===== config.mk =====
export PLATFORM = sky130hd
export DESIGN_NAME = uart_cmd_parser
export DESIGN_NICKNAME = d
export VERILOG_FILES = /design/src/rtl/uart_cmd_parser.sv
export SDC_FILE = /design/constraint.sdc
export NUM_CORES = 1
export LEC_CHECK = 0
export CAP_MARGIN = 20
export CORE_AREA = 2 2 81 83
export DETAILED_ROUTE_END_ITERATION = 7
export DIE_AREA = 0 0 83 85
export PLACE_DENSITY = 0.83
export SLEW_MARGIN = 20
export SYNTH_ARGS = -nofsm -noshare
export SYNTH_HDL_FRONTEND = slang
export SYNTH_SLANG_ARGS = --single-unit

===== constraint.sdc =====
create_clock -name clk -period 2.77 [get_ports clk]
set_clock_uncertainty 0.05 [all_clocks]
set_input_delay 0.4155 -clock clk [delete_from_list [all_inputs] [get_ports clk]]
set_output_delay 0.4155 -clock clk [all_outputs]
set_load 0.01 [all_outputs]

===== src/rtl/uart_cmd_parser.sv =====
// Unloads 18-bit UART command packets, checks odd parity, drives regfile writes/reads and builds replies.
// Packet-ready to reg_we is 4 cycles; replies wait for tx_busy low, and new packets are only taken from IDLE.
module uart_cmd_parser #(
  parameter int NUMREGS     = 9,
  parameter bit ECHO_WRITES = 1'b1
) (
  input  logic        clk,
  input  logic        reset_n,
  input  logic [17:0] rx_data,
  input  logic        rx_empty,
  output logic        uld_rx_data,
  input  logic        tx_busy,
  output logic [17:0] tx_data,
  output logic        ld_tx_data,
  output logic [7:0]  reg_addr,
  output logic [7:0]  reg_wdata,
  output logic        reg_we,
  input  logic [7:0]  reg_rdata,
  output logic [7:0]  parity_err_cnt,
  output logic        addr_err,
  output logic        busy
);

  localparam logic [8:0] NUMREGS_W = 9'(NUMREGS);

  typedef enum logic [2:0] {
    IDLE, UNLOAD, CAPTURE, DECODE, EXEC, WAIT_TX, LOAD_TX
  } state_t;

  state_t      state, state_nxt;
  logic [17:0] pkt;
  logic [7:0]  pkt_addr;
  logic [7:0]  pkt_data;
  logic        pkt_wrb;
  logic        pkt_par_ok;
  logic        addr_ok;
  logic        send_reply;
  logic [7:0]  reply_dat;
  logic [16:0] reply_body;

  assign pkt_addr   = pkt[16:9];
  assign pkt_data   = pkt[8:1];
  assign pkt_wrb    = pkt[0];
  assign pkt_par_ok = ^pkt;
  assign addr_ok    = {1'b0, pkt_addr} < NUMREGS_W;
  assign send_reply = pkt_wrb | ECHO_WRITES;
  // Out-of-range reads reply with zero rather than whatever the regfile returns.
  assign reply_dat  = pkt_wrb ? (addr_ok ? reg_rdata : 8'h00) : pkt_data;
  assign reply_body = {pkt_addr, reply_dat, pkt_wrb};

  always_ff @(posedge clk or negedge reset_n) begin
    if (!reset_n) begin
      state <= IDLE;
    end else begin
      state <= state_nxt;
    end
  end

  always_comb begin
    state_nxt   = state;
    uld_rx_data = 1'b0;
    reg_we      = 1'b0;
    ld_tx_data  = 1'b0;
    busy        = 1'b1;
    case (state)
      IDLE: begin
        busy = 1'b0;
        if (!rx_empty) state_nxt = UNLOAD;
      end
      UNLOAD: begin
        uld_rx_data = 1'b1;
        state_nxt   = CAPTURE;
      end
      CAPTURE: state_nxt = DECODE;
      DECODE:  state_nxt = pkt_par_ok ? EXEC : IDLE;
      EXEC: begin
        reg_we    = ~pkt_wrb & addr_ok;
        state_nxt = send_reply ? WAIT_TX : IDLE;
      end
      WAIT_TX: if (!tx_busy) state_nxt = LOAD_TX;
      LOAD_TX: begin
        ld_tx_data = 1'b1;
        if (tx_busy) state_nxt = IDLE;
      end
      default: state_nxt = IDLE;
    endcase
  end

  always_ff @(posedge clk or negedge reset_n) begin
    if (!reset_n) begin
      pkt            <= '0;
      reg_addr       <= '0;
      reg_wdata      <= '0;
      tx_data        <= '0;
      parity_err_cnt <= '0;
      addr_err       <= 1'b0;
    end else begin
      case (state)
        CAPTURE: pkt <= rx_data;
        DECODE: begin
          if (!pkt_par_ok) begin
            if (parity_err_cnt != 8'hFF) parity_err_cnt <= parity_err_cnt + 8'd1;
          end else begin
            reg_addr  <= pkt_addr;
            reg_wdata <= pkt_data;
          end
        end
        EXEC: begin
          if (!addr_ok) addr_err <= 1'b1;
          // tx_data only changes when a new reply is built, so it holds through WAIT_TX/LOAD_TX.
          if (send_reply) tx_data <= {~^reply_body, reply_body};
        end
        default: ;
      endcase
    end
  end

endmodule


; ---- Word level (Yosys, flattened, before mapping)
; Cells that the tools add are included.
[classes]
addsub = 1
multipliers = 0
div_mod_pow = 0
n_lt_le_gt_ge = 1
eq_ne = 10
shift = 0
muxes = 11
bitwise = 4
n_reduce_logical = 7
[ops]
columns = operator, n
row1 = 3-bit one-hot mux with 7 select lines, 1
row2 = 18-bit parity, 1
row3 = 17-bit XNOR reduction, 1
row4 = 8-bit two-way mux, 2
row5 = 3-bit two-way mux, 4
row6 = 3-bit equality test (second input constant), 3
row7 = 8-bit by 1-bit adder with 8-bit output (second input constant), 1
row8 = 8-bit by 4-bit < comparator with 1-bit output (second input constant), 1
row9 = 8-bit inequality test (second input constant), 1
row10 = 3-bit by 2-bit equality test with 1-bit output (second input constant), 2
row11 = 2-bit inequality test (second input constant), 3
row12 = 3-bit AND reduction, 2
row13 = 1-bit two-way mux, 4
row14 = 2-bit AND reduction, 2
row15 = 3-bit by 1-bit equality test with 1-bit output (second input constant), 1
row16 = 3-bit zero test, 1
row17 = 1-bit NOT, 3
row18 = 1-bit AND, 1
[totals]
ff_bits = 64
latch_bits = 0
ramBits = 0
mem_bits_ro = 0
input_bits = 30
out_inout_bits = 47
word_cells = 41
memories = 0

; ---- Longest topological paths before layout
[logic_depth]
depth_word = 4
depth_mapped = 8
mapped_depth_nobuf = 6

; ---- Least setup slack after synthesis
; No wires, ideal clock.
[synth_path]
kind = flip-flop to flip-flop
from = register pkt[1]
to = register reg_addr[0]
setup_time_ns = 0.125
arrival_time_ns = 2.099
required_ns = 2.595
path_slack_ns = 0.496
path_stages_with_launch = 8
path_buffers = 1
period_less_slack_ns = 2.274
path_cell_list = dfrtp_1 > xnor2_1 > xnor3_2 > xnor2_2 > xnor2_2 > nor2_4 > buf_12 > mux2_4
[synth_between]
elab_chain_len = 2
[synth_lines]
columns = item, line
row1 = "start, declared", 31  ; logic [17:0] pkt;
row2 = "start signal, assigned", 99  ; CAPTURE: pkt <= rx_data;
row3 = 18-bit parity, 44  ; assign pkt_par_ok = ^pkt;
row4 = 2-bit AND reduction (no line), -
row5 = "end signal, assigned", 104  ; reg_addr <= pkt_addr;
row6 = "end, declared", 15  ; output logic [7:0] reg_addr,
; No other way between the ends.
; A chain may end at the register's enable or synchronous reset.

; ---- Worst setup path after layout
[layout_path]
from = register pkt[13]
to = output reg_we
[layout_between]
elab_chain_len = 3
[layout_lines]
columns = item, line
row1 = 8-bit by 4-bit < comparator with 1-bit output, 45  ; assign addr_ok = {1'b0, pkt_addr} < NUMREGS_W;
row2 = 1-bit AND, 77  ; reg_we = ~pkt_wrb & addr_ok;
row3 = 1-bit two-way mux, 65  ; case (state)
row4 = "end, declared", 17  ; output logic reg_we,
; No other way between the ends.

==> out/summary.md <==
The detailed placer's ending HPWL is 4770 µm, and the initial antenna violation count is 0. For the share of synthesized area occupied by flip-flops and latches, the log shows 54.1%. The number of nets handed over by synthesis was 260. Setup repair after global routing left no endpoint under its margin. From left edge to right edge, the die measures 83 µm. The run gives 3840 µm² as the area after detailed placement. The leftover overflow at the end of global routing is 0. The die covers 7060 µm².

Pin placement for this block handled 77 I/O pins. The core footprint is 6200 µm², and the average cell area after synthesis is 12.9 µm². For the arrival time reported for the critical path endpoint, the log shows 2180 ps. The count of nets left with antenna violations once routing finished came out at 0. The capturing point of the worst reg2reg path was reg_wdata[2].

In this run the power density over the cells is 1740 nW/µm². Relative to the synthesized area, the layout overhead comes to 37.8%. Clock tree synthesis found a total of 64 sinks. At the pin with the least slew margin, the transition time is 778 ps. CTS built an H-tree with a depth of 3. The number of cells on the worst reg-to-reg path works out to 7. In this run the worst hold path is classified as in -> async.

Summed over all layers, the routed wires come to 6680 µm. In the final timing run, aggregate negative setup slack is 0 ps. The finished cells cover 4080 µm². After synthesis the cells add up to 2960 µm². The logs give 377 MHz for the achievable clock frequency and 34 for the count of unique library cells instantiated by Yosys. Entering global routing, the biggest net connects 38 pins. The worst-case IR drop observed on VDD is 1.57 mV.

The weighted congestion at the end of routability-driven global placement is 0.741, and the DRC violation count after routing is 0. Setup slack on the worst reg-to-reg path comes out at 440 ps. The run gives 0 as the final hold violation count. The run finished with clean final reports. The final max-slew violation count is 0. By startpoint and endpoint, the worst setup path is classified as reg -> out. Launch instance of the worst register-to-register path: pkt[1]. The number of buffers inserted during clock tree synthesis is 9, and the fraction of registers with async set/reset is 100%. For the setup violation total in the final timing report, the log shows 0. By area the synthesized netlist is led by sky130_fd_sc_hd__dfrtp_1 (54%), sky130_fd_sc_hd__mux2_2 (13%), sky130_fd_sc_hd__xnor2_1 (6.2%).

The number of antenna diodes in the final layout is 0. The top cell type by area accounts for 54.1% of the synthesized area. The number of enable flip-flop cells after synthesis was 0.

Once layout is complete, the cells apart from fillers number 394. At the later pin of the worst-skew pair, clock insertion delay measures 350 ps. The detailed router finished its first iteration with 132 violations. In the synthesized netlist the dominant register cell turns out to be sky130_fd_sc_hd__dfrtp_1.

For this run, the detailed router's first-pass iteration total came to 4. The clock passes through at most 2 buffers. From bottom edge to top edge, the die measures 85 µm. The wire length per cell after detailed routing works out to 16.9 µm.

In this run the tool buffered the top-level ports with 76 buffer cells. Once the floorplan was initialized, standard cells occupied 47.8% of the core. The first global-routing pass estimated 11,100 µm of wire. For the leakage power total, the log shows 1.73 nW.

The via count of the first global-routing pass is 2,236. The post-cts hold buffer count is 0, and the via count is 2,080. TritonCTS built the clock tree. In this run, placement finished with an instance count of 378. The largest total area in the synthesized netlist belongs to sky130_fd_sc_hd__dfrtp_1. In the final layout, the share of cells above drive strength 1 is 24.9%. STA classifies the critical path startpoint as a register. The net count of the finished layout is 343. The time the worst path needs with I/O delays and setup works out to 2650 ps.

Master cell of the clock root buffer: sky130_fd_sc_hd__clkbuf_8. Largest driver fanout on the critical path: 5. The tools report the nature of the critical path endpoint as a primary output. Placement row count: 29. For the required time of the critical path, the log shows 2300 ps. Using the TritonRoute via totals, the vias-per-cell ratio works out to 5.28.

After clock tree synthesis, the clock-pin slew on the worst setup and hold paths is 80 ps. Counting flops and latches in the post-synthesis netlist gives 64. For this run, the total global-route usage over all layers was measured as 20.1%. Yosys printed 0 warnings. The logs give 229 for the synthesized instance count and 48.1% for the max-slew headroom at the worst pin.

Max-cap violations in this run came to 0. After layout, the worst path uses 95.7% of the clock period.
==> worst max-delay path by stage <==
stage,start,endpoint,slack (ps)
floorplan,pkt[1],reg_addr[0],500
global placement,pkt[1],reg_wdata[5],490
detailed placement,pkt[1],reg_wdata[3],440
CTS,pkt[13],reg_we,80
global route,pkt[13],reg_we,2
finish,pkt[13],reg_we,120
==> layout by cell type (no fill, tap or decap), drive strengths merged, types with 2 or more instances in the layout <==
master	count
a21o	2
a21oi	18
a22oi	2
a31oi	3
and2	3
and3	10
buf	10
bufinv	3
clkbuf	9
clkdlybuf4s50	75
clkinv	3
dfrtp	64
inv	2
mux2	43
nand2	3
nand3	2
nand4	5
nor2	14
nor3b	4
o21ai	3
or3	2
xnor2	25
xnor3	2
xor2	4
==> state kept, by name, summed over array words and instances (netlist names) <==
signal	flops
addr_err	1
parity_err_cnt	8
pkt	18
reg_addr	8
reg_wdata	8
state	3
tx_data	18
==> report_power, final <==
part           internal (mW)  switching (mW)
clock network          0.599           0.380
logic                   2.49            1.81
registers               1.40           0.427
==> cell usage after synthesis (3+ instances only) <==
master and number:
sky130_fd_sc_hd__dfrtp_1 64, sky130_fd_sc_hd__mux2_2 34, sky130_fd_sc_hd__xnor2_1 21, sky130_fd_sc_hd__a21oi_1 18
sky130_fd_sc_hd__nor2_1 13, sky130_fd_sc_hd__and3_1 10, sky130_fd_sc_hd__mux2_4 9, sky130_fd_sc_hd__clkbuf_1 7
sky130_fd_sc_hd__nand4_1 5, sky130_fd_sc_hd__nor3b_1 4, sky130_fd_sc_hd__xnor2_2 4, sky130_fd_sc_hd__xor2_1 4
sky130_fd_sc_hd__a31oi_1 3, sky130_fd_sc_hd__and2_1 3, sky130_fd_sc_hd__nand2_1 3, sky130_fd_sc_hd__o21ai_0 3
==> per-stage QoR <==
| stage | total power [mW] | hold WS, ps | setup WS [ps] | utilization, % |
|---|---|---|---|---|
| after CTS | 7.15 | 113 | 82.7 | 65.8 |
| after global placement | 5.95 | 400 | 488 | 61.8 |
| after global routing | 7.51 | 152 | 2.30 | 65.8 |
| final | 7.11 | 88.5 | 120 | 65.8 |
| after detailed placement | 6.14 | 398 | 439 | 61.8 |
| after floorplan | 4.71 | 69.9 | 496 | - |
==> area by class of cell <==
cell class              instances  area (µm²)
clock buffers                   9         124
clock inverters                 7         120
fillers                       459        2120
inverters                       2        7.51
multi-input cells             150        1300
flip-flops and latches         64        1600
well taps                      77        96.3
repair buffers                 85         836
==> metal layers <==
| metal | global-route usage [%] | up-vias | share of wire (%) |
|---|---|---|---|
| met4 | 8.64 | 0 | 1.8 |
| met5 | 0 | - | 0 |
| met2 | 33.8 | 68 | 51 |
| met1 | 25.6 | 1034 | 43 |
| li1 | - | 970 | - |
| met3 | 3.79 | 8 | 4.3 |
==> kinds of logic (layout without fill, tap and decap cells) <==
logic type                 count (synthesis)  in the layout  share of synthesized area, %
buffers and inverters                     15            103                          2.58
xor gates and xnor gates                  31             31                          11.1
and+or+nand+nor                           46             46                          8.78
muxes                                     43             43                          17.5
AOI/OAI and AO/OA                         29             29                          5.53
adders and majority gates                  1              1                         0.422
DFF                                       64             64                          54.1
==> worst max-delay path, cell delays in order, from the launching register on <==
cell,delay [ps]
sky130_fd_sc_hd__dfrtp_1,420
sky130_fd_sc_hd__or4_1,550
sky130_fd_sc_hd__a21oi_2,140
sky130_fd_sc_hd__and3_1,180
sky130_fd_sc_hd__clkdlybuf4s50_1,540
==> repair_timing <==
action,CTS,global route
hold endpoints to repair,0,0
setup buffers,0,0
endpoints found under the setup margin,0,1
gates resized for setup,0,1
Power figures use the tool's default switching activity.
